<file path="src/rtl/mult_div_ctrl.sv">
// Iterative MULT/MULTU/DIV/DIVU sequencer with the HI/LO register pair.
// Each RUN cycle performs one shift-add or restoring shift-subtract step. FIX applies the signs and writes HI/LO.
module mult_div_ctrl #(
  parameter int WIDTH = 32,
  parameter int ITER  = 32
) (
  input  logic             clk,
  input  logic             reset,
  input  logic             start,
  input  logic [1:0]       op,
  input  logic [WIDTH-1:0] input_1,
  input  logic [WIDTH-1:0] input_2,
  input  logic             mthi,
  input  logic             mtlo,
  input  logic [WIDTH-1:0] wdata,
  output logic             busy,
  output logic             done,
  output logic [WIDTH-1:0] hi,
  output logic [WIDTH-1:0] lo
);

  localparam int CW = (ITER > 1) ? $clog2(ITER) : 1;

  typedef enum logic [1:0] {IDLE, RUN, FIX} state_e;

  state_e             state_q;
  logic [CW-1:0]      cnt_q;
  logic               busy_q, done_q;
  logic [WIDTH-1:0]   hi_q, lo_q;
  logic               is_div_q, neg_q, rem_neg_q;
  logic [WIDTH-1:0]   opnd_q;
  logic [2*WIDTH-1:0] acc_q;

  logic               accept;
  logic               sgn_1, sgn_2;
  logic [WIDTH-1:0]   abs_1, abs_2;
  logic [WIDTH:0]     mul_sum;
  logic [WIDTH:0]     div_sh;
  logic               div_ge;
  logic [WIDTH-1:0]   div_rem;
  logic [2*WIDTH-1:0] acc_d;
  logic [2*WIDTH-1:0] prod_fix;
  logic [WIDTH-1:0]   quo_fix, rem_fix;

  assign accept = (state_q == IDLE) && start && !busy_q;

  // The magnitude of the most negative value wraps to itself, and the step logic reads it as unsigned.
  always_comb begin
    sgn_1 = op[0] & input_1[WIDTH-1];
    sgn_2 = op[0] & input_2[WIDTH-1];
    abs_1 = sgn_1 ? -input_1 : input_1;
    abs_2 = sgn_2 ? -input_2 : input_2;
  end

  // Multiply keeps {partial, multiplier} in acc_q. Divide keeps {remainder, dividend/quotient}.
  always_comb begin
    mul_sum = {1'b0, acc_q[2*WIDTH-1:WIDTH]} + {1'b0, (acc_q[0] ? opnd_q : {WIDTH{1'b0}})};
    div_sh  = acc_q[2*WIDTH-1:WIDTH-1];
    div_ge  = div_sh >= {1'b0, opnd_q};
    div_rem = div_ge ? (div_sh[WIDTH-1:0] - opnd_q) : div_sh[WIDTH-1:0];
    acc_d   = is_div_q ? {div_rem, acc_q[WIDTH-2:0], div_ge}
                       : {mul_sum, acc_q[WIDTH-1:1]};
  end

  always_comb begin
    prod_fix = neg_q ? -acc_q : acc_q;
    quo_fix  = neg_q ? -acc_q[WIDTH-1:0] : acc_q[WIDTH-1:0];
    rem_fix  = rem_neg_q ? -acc_q[2*WIDTH-1:WIDTH] : acc_q[2*WIDTH-1:WIDTH];
  end

  // busy_q lags the state by one edge, so it rises the cycle after a start and falls the cycle after done.
  always_ff @(posedge clk) begin
    if (reset) begin
      state_q <= IDLE;
      cnt_q   <= '0;
      busy_q  <= 1'b0;
      done_q  <= 1'b0;
      hi_q    <= '0;
      lo_q    <= '0;
    end else begin
      done_q <= 1'b0;
      busy_q <= (state_q != IDLE);
      if (!busy_q) begin
        if (mthi) hi_q <= wdata;
        if (mtlo) lo_q <= wdata;
      end
      case (state_q)
        IDLE: begin
          if (accept) begin
            if (op[1] && (input_2 == '0)) begin
              done_q <= 1'b1;
            end else begin
              state_q <= RUN;
              cnt_q   <= '0;
            end
          end
        end
        RUN: begin
          cnt_q <= cnt_q + 1'b1;
          if (cnt_q == CW'(ITER - 1)) state_q <= FIX;
        end
        FIX: begin
          state_q <= IDLE;
          done_q  <= 1'b1;
          if (is_div_q) begin
            hi_q <= rem_fix;
            lo_q <= quo_fix;
          end else begin
            {hi_q, lo_q} <= prod_fix;
          end
        end
        default: state_q <= IDLE;
      endcase
    end
  end

  // NOTE: datapath registers carry no reset; the control FSM loads them before reading them.
  always_ff @(posedge clk) begin
    if (accept) begin
      is_div_q  <= op[1];
      neg_q     <= sgn_1 ^ sgn_2;
      rem_neg_q <= sgn_1;
      opnd_q    <= op[1] ? abs_2 : abs_1;
      acc_q     <= {{WIDTH{1'b0}}, (op[1] ? abs_1 : abs_2)};
    end else if (state_q == RUN) begin
      acc_q <= acc_d;
    end
  end

  assign busy = busy_q;
  assign done = done_q;
  assign hi   = hi_q;
  assign lo   = lo_q;

endmodule

</file>
<file path="config.mk">
export PLATFORM = sky130hd
export DESIGN_NAME = mult_div_ctrl
export DESIGN_NICKNAME = d
export VERILOG_FILES = /design/src/rtl/mult_div_ctrl.sv
export SDC_FILE = /design/constraint.sdc
export NUM_CORES = 1
export LEC_CHECK = 0
export ABC_AREA = 1
export CORE_AREA = 2 2 202 204
export CTS_BUF_LIST = sky130_fd_sc_hd__clkbuf_4
export CTS_CLUSTER_SIZE = 24
export DETAILED_ROUTE_END_ITERATION = 10
export DIE_AREA = 0 0 204 206
export PLACE_DENSITY = 0.62
export SETUP_SLACK_MARGIN = 0.15
export SLEW_MARGIN = 20
export SYNTH_ARGS = -nofsm -noshare
export SYNTH_HDL_FRONTEND = slang
export SYNTH_SLANG_ARGS = --single-unit
</file>
<file path="constraint.sdc">
create_clock -name clk -period 5.9 [get_ports clk]
set_clock_uncertainty 0.1 [all_clocks]
set_input_delay 0.885 -clock clk [delete_from_list [all_inputs] [get_ports clk]]
set_output_delay 0.885 -clock clk [all_outputs]
set_load 0.01 [all_outputs]
</file>
# After elaboration in Yosys (flattened, before gate mapping)
# Cells that the tools add are included.
word_totals:
  out_inout_bits: 66
  inputBits: 103
  word_cells: 76
  ff_bits: 172
classes:
  eq_ne: 7
  n_reduce_logical: 15
  magnitude_cmp: 1
  muxes: 30
  addsub: 8
  bitwise_logic: 3
op_table:
  columns: ["op", "count"]
  rows:
  - ["two-way mux 32 bit", 18]
  - ["two-way mux 64 bit", 2]
  - ["negator 32 bit", 4]
  - ["negator 64 bit", 1]
  - ["adder 32 x 32 -> 33 bit", 1]
  - [">= comparator 33 x 32 -> 1 bit", 1]
  - ["zero test 32 bit", 1]
  - ["subtractor 32 bit", 1]
  - ["two-way mux 5 bit", 2]
  - ["case mux 5 bit (2 select lines)", 1]
  - ["nonzero test 2 bit", 5]
  - ["two-way mux 2 bit", 3]
  - ["!= test 2 bit (second input constant)", 3]
  - ["AND reduction 3 bit", 2]
  - ["adder 5 x 1 -> 5 bit (second input constant)", 1]
  - ["equality test 5 bit (second input constant)", 1]
  - ["case mux 2 bit (2 select lines)", 1]
  - ["AND reduction 2 bit", 2]
  - ["logical AND 1 bit", 3]
  - ["AND 1 bit", 2]
  - ["equality test 2 x 1 -> 1 bit (second input constant)", 1]
  - ["equality test 2 bit (second input constant)", 1]
  - ["zero test 2 bit", 1]
  - ["two-way mux 1 bit", 2]
  - ["4 further kinds", 4]

# Logic depth before layout (Yosys ltp)
depth:
  ltp_word: 5
  depth_mapped: 20
  mapped_depth_nobuf: 18

# Least setup slack after synthesis
# Ideal clock, no wire load.
synth_path:
  path_type: "input to register"
  startpoint: "input port start"
  endpoint: "register acc_q[5], data pin"
  n_path_buf: 2
  setup_slack_ps: 2688
  path_stages: 5
  arrival_ps: 2795
  path_cell_list: "nand3_1 inv_1 clkbuf_1 clkbuf_1 o22ai_1"
synth_between:
  elab_chain_cells: 3
synth_rtl:
  columns: ["element", "line_no", "source"]
  rows:
  - ["start: declaration", "9", "input logic start,"]
  - ["logical AND 1 bit (2 in a row)", "45", "assign accept = (state_q == IDLE) && start && !busy_q;"]
  - ["net accept", "34", "logic accept;"]
  - ["two-way mux 32 bit", "119", "if (accept) begin"]
  - ["end signal: assignment", "124", "acc_q <= {{WIDTH{1'b0}}, (op[1] ? abs_1 : abs_2)};"]
  - ["end: declaration", "32", "logic [2*WIDTH-1:0] acc_q;"]
# The timed path passes the listed nets, and every way through them passes these cells.
# A chain may end at the register's enable or synchronous reset.

# Worst setup path after layout
layout_path:
  startpoint: "register rem_neg_q"
  endpoint: "register hi_q[29], in the netlist hi[29]"
layout_between:
  elab_chain_cells: 3
layout_rtl:
  columns: ["element", "line_no", "source"]
  rows:
  - ["start: declaration", "30", "logic is_div_q, neg_q, rem_neg_q;"]
  - ["start signal: assignment", "122", "rem_neg_q <= sgn_1;"]
  - ["two-way mux 32 bit", "68", "rem_fix = rem_neg_q ? -acc_q[2*WIDTH-1:WIDTH] : acc_q[2*WIDTH-1:WIDTH];"]
  - ["two-way mux 32 bit", "105", "if (is_div_q) begin"]
  - ["two-way mux 32 bit", "87", "case (state_q)"]
  - ["end signal: assignment", "84", "if (mthi) hi_q <= wdata;"]
  - ["end signal: assignment", "106", "hi_q <= rem_fix;"]
  - ["end signal: assignment", "109", "{hi_q, lo_q} <= prod_fix;"]
  - ["end: declaration", "29", "logic [WIDTH-1:0] hi_q, lo_q;"]
# Every way passes these cells.

==> results.yml <==
yosys:
  ys.flop_type: "dfxtp_1"
  synth_top_family_by_area: "simple AND/OR/NAND/NOR gates"
  synthXorXnorAreaFrac: 0.0315
  synth-seq-area-share: 0.231
  yosys.area_share.adder: 0.0515
  syn_nets: 3277
  synth.mux.area_fraction: 0.000563
  synth_area_per_cell_sq_um: 5.73
  syn_inst: 3102
  synthSimpleGateAreaFrac: 0.422
  yosysWarnings: 0
  synth_edf_count: 67
  ys_types: 46
  async_reset_ff_frac: 0
  synth_compound_area_frac: 0.137
  syn_area_sq_um: 17800
  synth-seq-cells: 172
route:
  drc: 0
  via_per_inst: 5.55
  ant_nets: 0
  dr_total_vias: 20800
  dr.pass1.iters: 6
  wl_per_cell_microns: 20.1
  drt_iter0_markers: 2152
  wirelength_microns: 75300
final_layout:
  final_cell_mix: "971 x nand2_1, 463 x inv_1, 346 x nand3_1, 296 x nor2_1, 197 x o21ai_0"
  final_area_sq_um: 20100
  drive_gt1_frac: 0.0392
  mostFrequentLayoutCell: "nand2_1"
  fillers: 4374
  final_cells: 3750
  final_util: 0.501
  syn_to_final_growth_pct: 13.3
  nets: 3379
power_and_ir_drop:
  p_per_area_nw_per_um2: 430
  internal_power_mw: 3.66
  switching_share: 0.578
  pwr-share-clk: 0.087
  p_sw_mw: 5.00
  cellLeakagePower_nw: 9.98
  total_power_mw: 8.66
  combPwrFrac: 0.649
  seq_power_share: 0.264
  ir_worst_vdd_mv: 0.264
die:
  die_y_microns: 206
  core_area_sq_um: 40200
  initial_core_util: 0.443
  row_count: 74
  dieArea_sq_um: 42000
  die_x_microns: 204
  boundaryPins: 169
sta:
  fin_ws_ns: 2.36
  finalSetupTns_ns: 0
  hold_viol_final: 0
  hold_ws_ns: 0.379
  worst_pin_slew_ns: 0.959
  rsz0062_at_grt: "false"
  fmax_mhz: 282
  maxSlewHeadroom: 0.356
  period_needed_ns: 3.54
  slew_violations: 0
  setup_viol: 0
  fin_crit_sh: 0.601
outcome:
  status: "finished, final reports clean"
clocking:
  cts_resized: 0
  clockRootBuffer: "clkbuf_4"
  clk_pin_slew_worst_paths_ns: 0.16
  clk_latency_ns: 0.68
  holdBufCountCts: 0
  clk_path_buf_depth: 2
  cts_buffers: 17
  clock-sinks: 172
  h-tree-depth: 4
  cts_tree: "done"
  post_cts_buffers: 0
global_routing:
  groute.usage.overall: 0.356
  grt_pass1_vias: 19200
  overflow: 0
  grt_pass1_wl_microns: 112000
  grt_max_degree: 73
  antenna_found_initial: 1
place:
  gp_congestion: 0.959
  dp_cells: 3717
  dp_hpwl_microns: 61300
  preCtsSetupSlack_ns: 1.97
  placed_area_sq_um: 19900
  io_buffers: 168
hold_path:
  min_from: "cnt_q[4]$_SDFFE_PP0P_"
  hp-class: "reg2reg"
critical_path:
  crit_fanout: 22
  cp.arrival_ns: 4.05
  critPathLaunch: "rem_neg_q$_DFFE_PP_"
  worst_ep_required_time_ns: 6.40
  critical_path_class: "reg2reg"
  startpoint_type: "flip-flop"
  r2r-start: "rem_neg_q$_DFFE_PP_"
  endpoint_kind: "flip-flop"
job:
  drv_cap: 0
## path summary, 6_finish.rpt
check                           slack, ns  cells after the start               endpoint
worst max-delay path                 2.36                      9    hi[29]$_SDFFE_PP0P_
worst min-delay path                 0.38                      2  cnt_q[4]$_SDFFE_PP0P_
worst max register to register       2.36                      9    hi[29]$_SDFFE_PP0P_
worst min register to register       0.38                      2  cnt_q[4]$_SDFFE_PP0P_
## cell usage after synthesis (6+ instances only)
cell,n,area share
clkbuf_1,76,0.016
dfxtp_1,105,0.12
o211ai_1,17,0.0072
xnor2_1,11,0.0054
inv_1,464,0.098
o21bai_1,15,0.0063
nand3_1,347,0.098
buf_1,19,0.0040
o21ai_0,197,0.055
buf_2,6,0.0017
xor2_1,53,0.026
o22ai_1,7,0.0025
a21oi_1,138,0.039
nand2_1,972,0.21
nor2_1,297,0.063
inv_2,12,0.0025
nand3_2,14,0.0079
nor3_1,25,0.0070
or2_2,10,0.0035
nand4_1,48,0.017
a21oi_2,6,0.0030
nand3b_1,13,0.0055
ha_1,70,0.049
edfxtp_1,67,0.11
nand2_2,16,0.0056
a31oi_1,46,0.016
and2_1,9,0.0032
## power by group through the flow
stage                     Clock, mW  Combinational [mW]  Sequential (mW)
after floorplan                   0                3.94             1.96
after global placement            0                5.47             2.30
after detailed placement          0                5.51             2.30
after CTS                     0.756                5.54             2.28
after global routing          0.809                6.28             2.31
final                         0.750                5.62             2.29
## registers in the layout, summed over array words and instances, names as in the netlist
register and count:
acc_q 64, busy 1, cnt_q 5, done 1, hi 32, is_div_q 1, lo 32, neg_q 1
opnd_q 32, rem_neg_q 1, state_q 2
## kinds of logic (layout without fill, tap and decap cells)
group                    Yosys count  after routing
AO/OA/AOI/OAI                    444            444
XOR/XNOR                          64             64
adder cells (fa/ha/maj)           72             72
buffers and inverters            586            701
flip-flops                       172            172
multiplexers                       1              1
other                              0              1
AND/OR/NAND/NOR                 1763           1763
## worst max-delay path: stages (launching register included)
cell and delay (ns):
edfxtp_1 1.01, clkinv_1 0.65, o21ai_0 0.68, inv_1 0.16, o21ai_0 0.21, a21o_1 0.15
nand2_1 0.06, nand2_1 0.06, nand3_1 0.15, a21oi_1 0.23
## final cells by class
class / instances / area [sq um] / area share
Tap cell: 532 / 666 / 0.0330
Timing Repair Buffer: 188 / 1820 / 0.0904
Sequential cell: 172 / 4110 / 0.204
Inverter: 481 / 1810 / 0.0896
Clock buffer: 18 / 135 / 0.00671
Clock inverter: 14 / 156 / 0.00776
Multi-Input combinational cell: 2344 / 11400 / 0.568
Antenna cell: 1 / 2.50 / 0.000124
## layer usage
layer / up-vias / global-route usage / part of all wire
li1: 10200 / - / -
met1: 9679 / 0.468 / 0.43
met2: 811 / 0.587 / 0.46
met3: 141 / 0.0519 / 0.066
met4: 0 / 0.142 / 0.040
met5: - / 0 / 0
Power figures use the tool's default switching activity.
